### src/rtl/fetch_pkg.sv
// -----------------------------------------------------------------------------
// fetch_pkg
// Shared types and constants for the instruction fetch stage.
//   XLEN          : address / instruction word width
//   PC_STEP       : byte increment between sequential fetches
//   fetch_state_e : fetch control states (FETCH, FLUSH)
//   fetch_entry_t : one buffered fetch, PC plus instruction word
//   align_pc      : forces an address onto a word boundary
// -----------------------------------------------------------------------------
package fetch_pkg;

    localparam int XLEN    = 32;
    localparam int PC_STEP = 4;

    typedef enum logic [0:0] {
        FETCH = 1'b0,
        FLUSH = 1'b1
    } fetch_state_e;

    typedef struct packed {
        logic [XLEN-1:0] pc;
        logic [XLEN-1:0] instr;
    } fetch_entry_t;

    function automatic logic [XLEN-1:0] align_pc(input logic [XLEN-1:0] addr);
        return {addr[XLEN-1:2], 2'b00};
    endfunction

endpackage

### src/rtl/fetch_fifo.sv
// -----------------------------------------------------------------------------
// fetch_fifo
// Synchronous FIFO of fetch_entry_t used both as the instruction buffer and as
// the PC tag queue for in-flight memory requests.
//   clock     : rising-edge clock
//   reset     : asynchronous active-low reset
//   clear     : drops all entries; wins over a same-cycle push or pop
//   push      : write push_data (ignored when full unless a pop frees the slot)
//   push_data : entry to store
//   pop       : remove the head entry (ignored when empty)
//   head      : oldest entry, all-zero while empty
//   count     : number of stored entries
//   empty     : no entries stored
//   full      : DEPTH entries stored
// DEPTH must be a power of two so the pointers wrap naturally.
// -----------------------------------------------------------------------------
module fetch_fifo
    import fetch_pkg::*;
#(
    parameter int DEPTH = 2,
    localparam int PTR_W = (DEPTH > 1) ? $clog2(DEPTH) : 1,
    localparam int CNT_W = $clog2(DEPTH + 1)
) (
    input  logic             clock,
    input  logic             reset,
    input  logic             clear,
    input  logic             push,
    input  fetch_entry_t     push_data,
    input  logic             pop,
    output fetch_entry_t     head,
    output logic [CNT_W-1:0] count,
    output logic             empty,
    output logic             full
);

    fetch_entry_t     mem [DEPTH];
    logic [PTR_W-1:0] wr_ptr_reg;
    logic [PTR_W-1:0] rd_ptr_reg;
    logic [CNT_W-1:0] count_reg;
    logic             do_push;
    logic             do_pop;

    assign empty = (count_reg == '0);
    assign full  = (count_reg == CNT_W'(DEPTH));
    assign count = count_reg;

    assign do_pop  = pop & ~empty & ~clear;
    // A pop on a full FIFO frees the slot the write pointer is aiming at.
    assign do_push = push & (~full | do_pop) & ~clear;

    always_ff @(posedge clock or negedge reset) begin
        if (!reset) begin
            wr_ptr_reg <= '0;
            rd_ptr_reg <= '0;
            count_reg  <= '0;
        end else if (clear) begin
            wr_ptr_reg <= '0;
            rd_ptr_reg <= '0;
            count_reg  <= '0;
        end else begin
            if (do_push) begin
                wr_ptr_reg <= wr_ptr_reg + PTR_W'(1);
            end
            if (do_pop) begin
                rd_ptr_reg <= rd_ptr_reg + PTR_W'(1);
            end
            count_reg <= count_reg + CNT_W'(do_push) - CNT_W'(do_pop);
        end
    end

    // Storage carries no reset; stale contents are hidden by the empty gate.
    always_ff @(posedge clock) begin
        if (do_push) begin
            mem[wr_ptr_reg] <= push_data;
        end
    end

    assign head = empty ? '0 : mem[rd_ptr_reg];

endmodule

### src/rtl/instr_fetch_unit.sv
// -----------------------------------------------------------------------------
// instr_fetch_unit
// Fetch stage: owns the PC, issues word-aligned requests to instruction
// memory, buffers in-order responses with their PCs and hands them to decode.
// A redirect flushes buffered fetches and discards responses still in flight.
//   clock          : rising-edge clock
//   reset          : asynchronous active-low reset
//   imem_req_valid : fetch request valid
//   imem_req_ready : memory accepts the request
//   imem_req_addr  : word-aligned fetch address
//   imem_rsp_valid : response valid (in request order, no back-pressure)
//   imem_rsp_data  : instruction word
//   redirect_valid : single-cycle branch/jump redirect
//   redirect_pc    : redirect target (low two bits ignored)
//   inst_valid     : instruction available to decode
//   inst_ready     : decode consumes the instruction
//   inst_data      : instruction word
//   inst_pc        : PC of inst_data
// -----------------------------------------------------------------------------
module instr_fetch_unit
    import fetch_pkg::*;
#(
    parameter logic [XLEN-1:0] RESET_PC   = '0,
    parameter int              FIFO_DEPTH = 2
) (
    input  logic            clock,
    input  logic            reset,
    output logic            imem_req_valid,
    input  logic            imem_req_ready,
    output logic [XLEN-1:0] imem_req_addr,
    input  logic            imem_rsp_valid,
    input  logic [XLEN-1:0] imem_rsp_data,
    input  logic            redirect_valid,
    input  logic [XLEN-1:0] redirect_pc,
    output logic            inst_valid,
    input  logic            inst_ready,
    output logic [XLEN-1:0] inst_data,
    output logic [XLEN-1:0] inst_pc
);

    localparam int CNT_W = $clog2(FIFO_DEPTH + 1);

    fetch_state_e    state_reg;
    fetch_state_e    state_next;
    logic [XLEN-1:0] pc_reg;
    logic [XLEN-1:0] pc_next;
    logic [CNT_W-1:0] outstanding_reg;
    logic [CNT_W-1:0] outstanding_next;
    logic [CNT_W-1:0] drop_cnt_reg;
    logic [CNT_W-1:0] drop_cnt_next;

    fetch_entry_t     fifo_head;
    fetch_entry_t     fifo_push_data;
    logic [CNT_W-1:0] fifo_count;
    logic             fifo_empty;
    logic             fifo_full;

    fetch_entry_t     tag_head;
    fetch_entry_t     tag_push_data;
    logic [CNT_W-1:0] tag_count;
    logic             tag_empty;
    logic             tag_full;

    logic             inst_pop;
    logic             req_fire;
    logic             rsp_counted;
    logic             rsp_accept;
    logic [CNT_W:0]   credit_used;
    logic             unused_bits;

    // ------------------------------------------------------------------
    // Decode side
    // ------------------------------------------------------------------
    assign inst_valid = ~fifo_empty;
    assign inst_pop   = inst_valid & inst_ready;
    assign inst_data  = fifo_head.instr;
    assign inst_pc    = fifo_head.pc;

    // ------------------------------------------------------------------
    // Request side
    // Every in-flight request owns a buffer slot, so responses can never
    // be refused. A slot being popped this cycle already counts as free,
    // which is what lets a depth-2 buffer sustain one fetch per cycle.
    // ------------------------------------------------------------------
    assign credit_used = {1'b0, outstanding_reg} + {1'b0, fifo_count}
                       - (CNT_W+1)'(inst_pop);

    // The reset term keeps the request low for the whole reset window
    // while the state itself already sits in FETCH.
    assign imem_req_valid = reset
                          & (state_reg == FETCH)
                          & (credit_used < (CNT_W+1)'(FIFO_DEPTH))
                          & ~redirect_valid;
    assign imem_req_addr  = align_pc(pc_reg);
    assign req_fire       = imem_req_valid & imem_req_ready;

    // ------------------------------------------------------------------
    // Response side
    // A response retires an outstanding request in either state; it is
    // only buffered in FETCH and only when no redirect overrides it.
    // ------------------------------------------------------------------
    assign rsp_counted = imem_rsp_valid & (outstanding_reg != '0);
    assign rsp_accept  = rsp_counted & (state_reg == FETCH)
                       & ~redirect_valid & ~tag_empty;

    assign fifo_push_data = '{pc: tag_head.pc, instr: imem_rsp_data};
    assign tag_push_data  = '{pc: imem_req_addr, instr: '0};

    // ------------------------------------------------------------------
    // Control
    // ------------------------------------------------------------------
    always_comb begin
        state_next       = state_reg;
        pc_next          = pc_reg;
        drop_cnt_next    = drop_cnt_reg;
        outstanding_next = outstanding_reg + CNT_W'(req_fire) - CNT_W'(rsp_counted);

        if (redirect_valid) begin
            pc_next = align_pc(redirect_pc);
        end else if (req_fire) begin
            pc_next = pc_reg + XLEN'(PC_STEP);
        end

        case (state_reg)
            FETCH: begin
                if (redirect_valid) begin
                    // A response arriving with the redirect is already one
                    // of the dropped ones, so it is not waited for again.
                    drop_cnt_next = outstanding_reg - CNT_W'(rsp_counted);
                    if (drop_cnt_next != '0) begin
                        state_next = FLUSH;
                    end
                end
            end
            FLUSH: begin
                // A further redirect here only retargets the PC.
                if (rsp_counted) begin
                    drop_cnt_next = drop_cnt_reg - CNT_W'(1);
                end
                if (drop_cnt_next == '0) begin
                    state_next = FETCH;
                end
            end
            default: begin
                state_next = FETCH;
            end
        endcase
    end

    always_ff @(posedge clock or negedge reset) begin
        if (!reset) begin
            state_reg       <= FETCH;
            pc_reg          <= RESET_PC;
            outstanding_reg <= '0;
            drop_cnt_reg    <= '0;
        end else begin
            state_reg       <= state_next;
            pc_reg          <= pc_next;
            outstanding_reg <= outstanding_next;
            drop_cnt_reg    <= drop_cnt_next;
        end
    end

    // ------------------------------------------------------------------
    // Buffers
    // ------------------------------------------------------------------
    fetch_fifo #(
        .DEPTH (FIFO_DEPTH)
    ) u_inst_fifo (
        .clock     (clock),
        .reset     (reset),
        .clear     (redirect_valid),
        .push      (rsp_accept),
        .push_data (fifo_push_data),
        .pop       (inst_pop),
        .head      (fifo_head),
        .count     (fifo_count),
        .empty     (fifo_empty),
        .full      (fifo_full)
    );

    // PC tags of in-flight requests; its depth matches the credit limit.
    fetch_fifo #(
        .DEPTH (FIFO_DEPTH)
    ) u_tag_fifo (
        .clock     (clock),
        .reset     (reset),
        .clear     (redirect_valid),
        .push      (req_fire),
        .push_data (tag_push_data),
        .pop       (rsp_accept),
        .head      (tag_head),
        .count     (tag_count),
        .empty     (tag_empty),
        .full      (tag_full)
    );

    // Status bits and fields that this stage has no use for.
    assign unused_bits = ^{tag_head.instr, tag_count, tag_full, fifo_full,
                           redirect_pc[1:0]};

endmodule
### config.mk
export PLATFORM = sky130hd
export DESIGN_NAME = instr_fetch_unit
export DESIGN_NICKNAME = d
export VERILOG_FILES = /design/src/rtl/fetch_pkg.sv /design/src/rtl/fetch_fifo.sv /design/src/rtl/instr_fetch_unit.sv
export SDC_FILE = /design/constraint.sdc
export NUM_CORES = 1
export LEC_CHECK = 0
export ABC_AREA = 1
export BUFFER_PORTS_ARGS = -buffer_cell sky130_fd_sc_hd__buf_2
export CORE_MARGIN = 2
export CORE_UTILIZATION = 30
export DETAILED_ROUTE_END_ITERATION = 8
export GPL_ROUTABILITY_DRIVEN = 1
export SYNTH_ARGS = -nofsm -noshare
export SYNTH_HDL_FRONTEND = slang
export SYNTH_SLANG_ARGS = --single-unit
### constraint.sdc
create_clock -name clock -period 5.38 [get_ports clock]
set_input_delay 0.807 -clock clock [delete_from_list [all_inputs] [get_ports clock]]
set_output_delay 0.807 -clock clock [all_outputs]
set_load 0.02 [all_outputs]
# Yosys cells after proc, flatten, opt, wreduce, memory -nomap -nowiden
# Memories as Yosys holds them, arrays and structs flattened.
# Index checks and enable logic that the tools add are counted.
dict set report word_totals {
  wordCells 92
  ram_bits 188
  mem_count 2
  mem_bits_ro 0
  latch_bits 0
  ff_bits 45
}
dict set report classes {
  bitwise 25
  shift 0
  n_addsub 15
  muxes 26
  div_mod_pow 0
  order_cmp 1
  n_reduce_logical 10
  multipliers 0
  n_eq_ne 3
}
# memory words width read_ports rd_clocked_by_memory_dff write_ports line_no
set mem_list {}
lappend mem_list {u_inst_fifo.mem 2 64 1 0 1 fetch_fifo.sv:36} ;# fetch_entry_t mem [DEPTH];
lappend mem_list {u_tag_fifo.mem 2 30 1 0 1 fetch_fifo.sv:36}
# cell n
set op_table {}
lappend op_table {{2-to-1 mux 64 bit} 2}
lappend op_table {{2-to-1 mux 32 bit} 2}
lappend op_table {{adder 32 x 3 -> 32 bit (second input constant)} 1}
lappend op_table {{bitwise AND 1 bit} 17}
lappend op_table {{2-to-1 mux 1 bit} 15}
lappend op_table {{nonzero test 2 bit} 7}
lappend op_table {{2-to-1 mux 2 bit} 5}
lappend op_table {{subtractor 2 x 1 -> 2 bit} 4}
lappend op_table {{adder 2 x 1 -> 2 bit} 3}
lappend op_table {{zero test 2 bit} 3}
lappend op_table {{inverter 1 bit} 6}
lappend op_table {{adder 1 bit (second input constant)} 4}
lappend op_table {{equality test 2 bit (second input constant)} 2}
lappend op_table {{one-hot mux 2 bit (2 select lines)} 1}
lappend op_table {{adder 2 x 2 -> 3 bit} 1}
lappend op_table {{less-than comparator 3 x 2 -> 1 bit (second input constant)} 1}
lappend op_table {{subtractor 3 x 1 -> 3 bit} 1}
lappend op_table {{inequality test 2 bit (second input constant)} 1}
lappend op_table {{bitwise OR 1 bit} 2}
lappend op_table {{one-hot mux 1 bit (2 select lines)} 1}
lappend op_table {{subtractor 2 x 1 -> 2 bit (second input constant)} 1}

# Logic depth before layout (Yosys ltp)
dict set report depth {
  depth_word 13
  ltp_mapped 14
  depth_no_buf 14
}

# By module
# Synthesis repeated with hierarchy kept, for this count alone.
dict set report unflattened {
  hier_cells 1152
  hier_area_um2 13201.4
}
# mod instances cells_per_inst seq_area_each_um2 area_per_inst_um2
set by_module_without_submodules {}
lappend by_module_without_submodules {fetch_fifo 2 375 3943.8 5281.3}
lappend by_module_without_submodules {instr_fetch_unit 1 402 875.8 2638.8}

# Worst setup path before layout
# Ideal clock, no wire load.
dict set report synth_path {
  kind {input -> register}
  startpoint {input inst_ready}
  endpoint {memory u_tag_fifo.mem[1][0] (netlist bit) (enable)}
  arrival_ns 4.589
  setup_slack_ns 0.337
  setup_ns 0.455
  path_buffers 0
  stages 11
  cell_sequence {inv_1 nor2_1 ha_1 or2_2 fa_1 nand2_1 nor2_1 nand4_4 inv_2 nand2_1 nor3_1}
}
dict set report synth_via {
  elab_chain_cells 10
}
# item line_no
set synth_lines {}
lappend synth_lines {{start, declared} instr_fetch_unit.sv:36} ;# input logic inst_ready,
lappend synth_lines {{bitwise AND 1 bit} instr_fetch_unit.sv:75} ;# assign inst_pop = inst_valid & inst_ready;
lappend synth_lines {{subtractor 3 x 1 -> 3 bit} instr_fetch_unit.sv:86} ;# - (CNT_W+1)'(inst_pop);
lappend synth_lines {{less-than comparator 3 x 2 -> 1 bit} instr_fetch_unit.sv:92} ;# & (credit_used < (CNT_W+1)'(FIFO_DEPTH))
lappend synth_lines {{bitwise AND 1 bit} instr_fetch_unit.sv:92}
lappend synth_lines {{bitwise AND 1 bit} instr_fetch_unit.sv:93} ;# & ~redirect_valid;
lappend synth_lines {{bitwise AND 1 bit} instr_fetch_unit.sv:95} ;# assign req_fire = imem_req_valid & imem_req_ready;
lappend synth_lines {{bitwise AND 1 bit (2 in series)} fetch_fifo.sv:49} ;# assign do_push = push & (~full | do_pop) & ~clear;
lappend synth_lines {{2-to-1 mux 1 bit} fetch_fifo.sv:73} ;# if (do_push) begin
lappend synth_lines {{2-to-1 mux 1 bit (implied by the code)} fetch_fifo.sv:74} ;# mem[wr_ptr_reg] <= push_data;
lappend synth_lines {{end, declared} fetch_fifo.sv:36}
# No other way between the ends.

# Final worst setup path
dict set report layout_path {
  startpoint {register u_inst_fifo.count_reg[1], in the netlist u_inst_fifo.count[1]}
  endpoint {output imem_req_valid}
}
dict set report layout_via {
  elab_chain_cells 7
  elab_cells_between_ends 8
  classes_between {add/sub: 2; order compare: 1; bitwise: 4; reduce/logical: 1}
}
# item line_no
set layout_lines {}
lappend layout_lines {{start, declared} fetch_fifo.sv:39} ;# logic [CNT_W-1:0] count_reg;
lappend layout_lines {{start signal, assigned} fetch_fifo.sv:67} ;# count_reg <= count_reg + CNT_W'(do_push) - CNT_W'(do_pop);
lappend layout_lines {{parallel branches: the longest is 3 deep, another holds adder 2 x 2 -> 3 bit} -}
lappend layout_lines {{subtractor 3 x 1 -> 3 bit *} instr_fetch_unit.sv:86}
lappend layout_lines {{less-than comparator 3 x 2 -> 1 bit *} instr_fetch_unit.sv:92}
lappend layout_lines {{bitwise AND 1 bit *} instr_fetch_unit.sv:92}
lappend layout_lines {{bitwise AND 1 bit *} instr_fetch_unit.sv:93}
lappend layout_lines {{end, declared} instr_fetch_unit.sv:28} ;# output logic imem_req_valid,
# Every way passes the cells marked *.

==> impl_results.md <==
- Reg2Reg Setup Slack: 1.96 ns
- Gr usage total: 13.5%
- Number of global-route vias before repair: 6517
- Gr busiest metal: met2
- RSZ-0062 raised after global routing: no
- RR Startpoint: u_inst_fifo.count[1]$_DFF_PN0_
- Share of layout cells above drive strength 1: between 20% and 30%
- Core ar.: 32500 sq um
- Top-Level Pins: ~170
- Synth unique cells: 29
- Final Cell Area: 12000 sq um
- Yosys warns: 0
- Hold_sp: imem_rsp_data[31]
- GR Layer Usage met2: 22.4%
- First-pass GRT wire length: 36100 um
- Period utilisation layout: 67.6%
- Number of antenna repair diodes: 0
- Max Buffers Root-to-Sink: 3
- DIE WIDTH: about 190 um
- Nets@finish: around 1200
- Sequential area share after synthesis: 66.7%
- Post-DR vias/cell: 4.46
- CTS tree: built
- Initial Utilization: 30.4%
- Clock Skews: 0.0105 ns
- WL/cell: 15.1 um
- DP HPWL: 15800 um
- Met3 Usage GRT: 2.37%
- Max Slew Vio Count: 0
- Min-Delay Path Class: in2reg
- Initial antenna violation count: 0
- Global routing usage on met1: a little under a fifth
- Antenna viol nets, final: 0
- Worst vdd ir: about 0.19 mV
- Final wirelength: between 20000 and 25000 um
- Hold path cells: 1
- Syn Inst Count: 963
- Hold path endpoint: u_inst_fifo.mem[1][31]$_DFFE_PP_
- Setup bufs post-CTS: 0
- Die Ht: 186 um
- DR DRC count: 0
- Clock Latency Late Sink: ~0.52 ns
- Final setup viols: 0
- Row count: 66
- Post-cts resize count: 0
- # Max-Cap Violations: 0
- Port bufs: between 150 and 200
- Die area: 34400 sq um
- Clock Tree Root: clkbuf_16
- Worst r2r dst: u_tag_fifo.mem[0][10]$_DFFE_PP_
- Placed instance area: between 10000 and 15000 sq um
- Setup TNS: 0 ns
- Tmin final: 3.64 ns
- Final hold vios: 0
- TritonRoute pass-1 iters: 5
- Fin worst setup slack: 1.74 ns
- P_leak: 5.01 nW
- Via Count: roughly 7000
- Slew @ Worst Pin: 1.08 ns
- Pwr Density: approximately 360 nW/um^2
- Largest net degree at the start of global routing: 64
- # hold bufs at CTS: 0
- Mapped cell area: 9890 sq um
- Total clock buffers created by CTS: 25
- Clock transition at path regs: around 0.07 ns
- Peak Freq: 275 MHz
- CTS H-tree lvls: 1
- Max FFs per register: 124
- GRT overflow: 0
- Critical path endpoint category: primary output
- Post-Place Worst Slack: 1.53 ns
- Clock Sinks: between 200 and 250
- Layout area overhead: 21.7%
- Initial DRC count: about 500
- Syn avg cell area: 10.3 sq um
- R2r worst-path depth: 14
- Crit-path max FO: 4
- Critical path data required time: about 4.6 ns
- Slew margin rel.: 27.7%
- Register bit total from synthesis: 227
- Startpoint Class: flop
- RePlAce Congestion: 0.867
- Crit path arrival time: ~2.8 ns
- Run status: finished clean
- Critical path class: reg2out
worst max-delay path by stage:
stage | from | end | slack (ns) | cells after the start
after floorplan | inst_ready | u_tag_fifo.mem[1][0]$_DFFE_PP_ | 0.34 | 11
after CTS | u_inst_fifo.count[1]$_DFF_PN0_ | imem_req_valid | 1.69 | 10
after detailed placement | inst_ready | u_tag_fifo.mem[0][11]$_DFFE_PP_ | 1.53 | 15
final | u_inst_fifo.count[1]$_DFF_PN0_ | imem_req_valid | 1.74 | 10
after global routing | u_inst_fifo.count[1]$_DFF_PN0_ | imem_req_valid | 1.54 | 10
after global placement | inst_ready | u_tag_fifo.mem[0][17]$_DFFE_PP_ | 1.57 | 15
worst max-delay path: stages (launching register included):
cell     delay, ns
dfrtp_1       0.45
nor2_4        0.13
nor2_1        0.06
ha_1          0.25
or2_2         0.30
fa_1          0.50
nand2_1       0.05
nor2_1        0.22
inv_1         0.06
nor2_1        0.11
buf_2         0.18
layout make-up:
| class | instances | area, sq um |
|---|---|---|
| Inverter | 66 | 248 |
| Multi-Input combinational cell | 631 | 2890 |
| Fill cell | 3278 | 20500 |
| Clock inverter | 15 | 204 |
| Sequential cell | 227 | 6600 |
| Timing Repair Buffer | 173 | 896 |
| Tap cell | 442 | 553 |
| Clock buffer | 30 | 654 |
layer usage:
layer,part of all wire (%),up-vias
li1,-,3526
met3,6.1,32
met1,46,3304
met4,1.8,0
met2,46,195
met5,0,-
synth_stat cells, drive strengths merged:
master | n | area [sq um]
ha | 10 | 125
or2 | 4 | 25.0
nand3 | 70 | 350
conb | 1 | 3.75
o21ai | 5 | 25.0
nand4 | 1 | 21.3
and2 | 2 | 12.5
dfrtp | 43 | 1080
o211ai | 3 | 22.5
clkbuf | 26 | 97.6
xor2 | 6 | 52.6
nand2 | 358 | 1350
inv | 66 | 248
o21a | 1 | 7.51
nor2 | 55 | 231
a21oi | 94 | 470
buf | 16 | 96.3
fa | 1 | 20.0
edfxtp | 184 | 5530
o21bai | 8 | 60.1
xnor2 | 8 | 70.1
nor3 | 1 | 5.00
power by group:
group / total, W / leakage (nW) / internal, W / switching (W)
clock: 0.00177 / 0.413 / 0.00110 / 0.000666
combinational: 0.000474 / 2.40 / 0.000166 / 0.000308
sequential: 0.00210 / 2.19 / 0.00199 / 0.000108
total: 0.00434 / 5.01 / 0.00326 / 0.00108
cell families (layout without fill, tap and decap cells):
logic type | after synthesis | in the layout | share of synthesized area (%)
AOI/OAI and AO/OA | 111 | 111 | 5.92
xor gates and xnor gates | 14 | 14 | 1.24
adders and majority gates | 11 | 11 | 1.47
buffers and inverters | 108 | 284 | 4.46
DFF | 227 | 227 | 66.7
other | 1 | 4 | 0.0379
and+or+nand+nor | 491 | 491 | 20.1
cell usage in the layout, fill, tap and decap left out, types with 2 or more instances in the layout:
master,synthesis,layout
buf_4,4,12
clkinvlp_4,0,2
nand2_1,357,357
ha_1,10,10
conb_1,1,4
nor2_2,7,6
clkinv_1,0,4
nor2_1,47,45
nor2_4,1,4
inv_1,62,62
xnor2_1,8,8
dfrtp_1,43,42
xor2_1,6,6
bufinv_16,0,5
edfxtp_1,184,184
inv_2,4,4
a21oi_1,94,94
or2_2,4,4
clkinv_2,0,3
clkbuf_16,0,25
nand3_1,70,70
and2_1,2,2
clkbuf_1,26,4
buf_2,5,161
o21bai_1,8,8
o21ai_0,5,5
o211ai_1,3,3
through the flow:
stage	total power [W]	utilization (%)	hold slack, ns	instances
finish	0.00434	37.0	0.476	1584
global route	0.00452	37.0	0.464	1584
CTS	0.00439	37.0	0.457	1584
detailed placement	0.00261	34.4	0.493	1539
global placement	0.00260	34.4	0.486	1539
floorplan	0.00242	-	0.471	966
(Power assumes the default switching activity.)
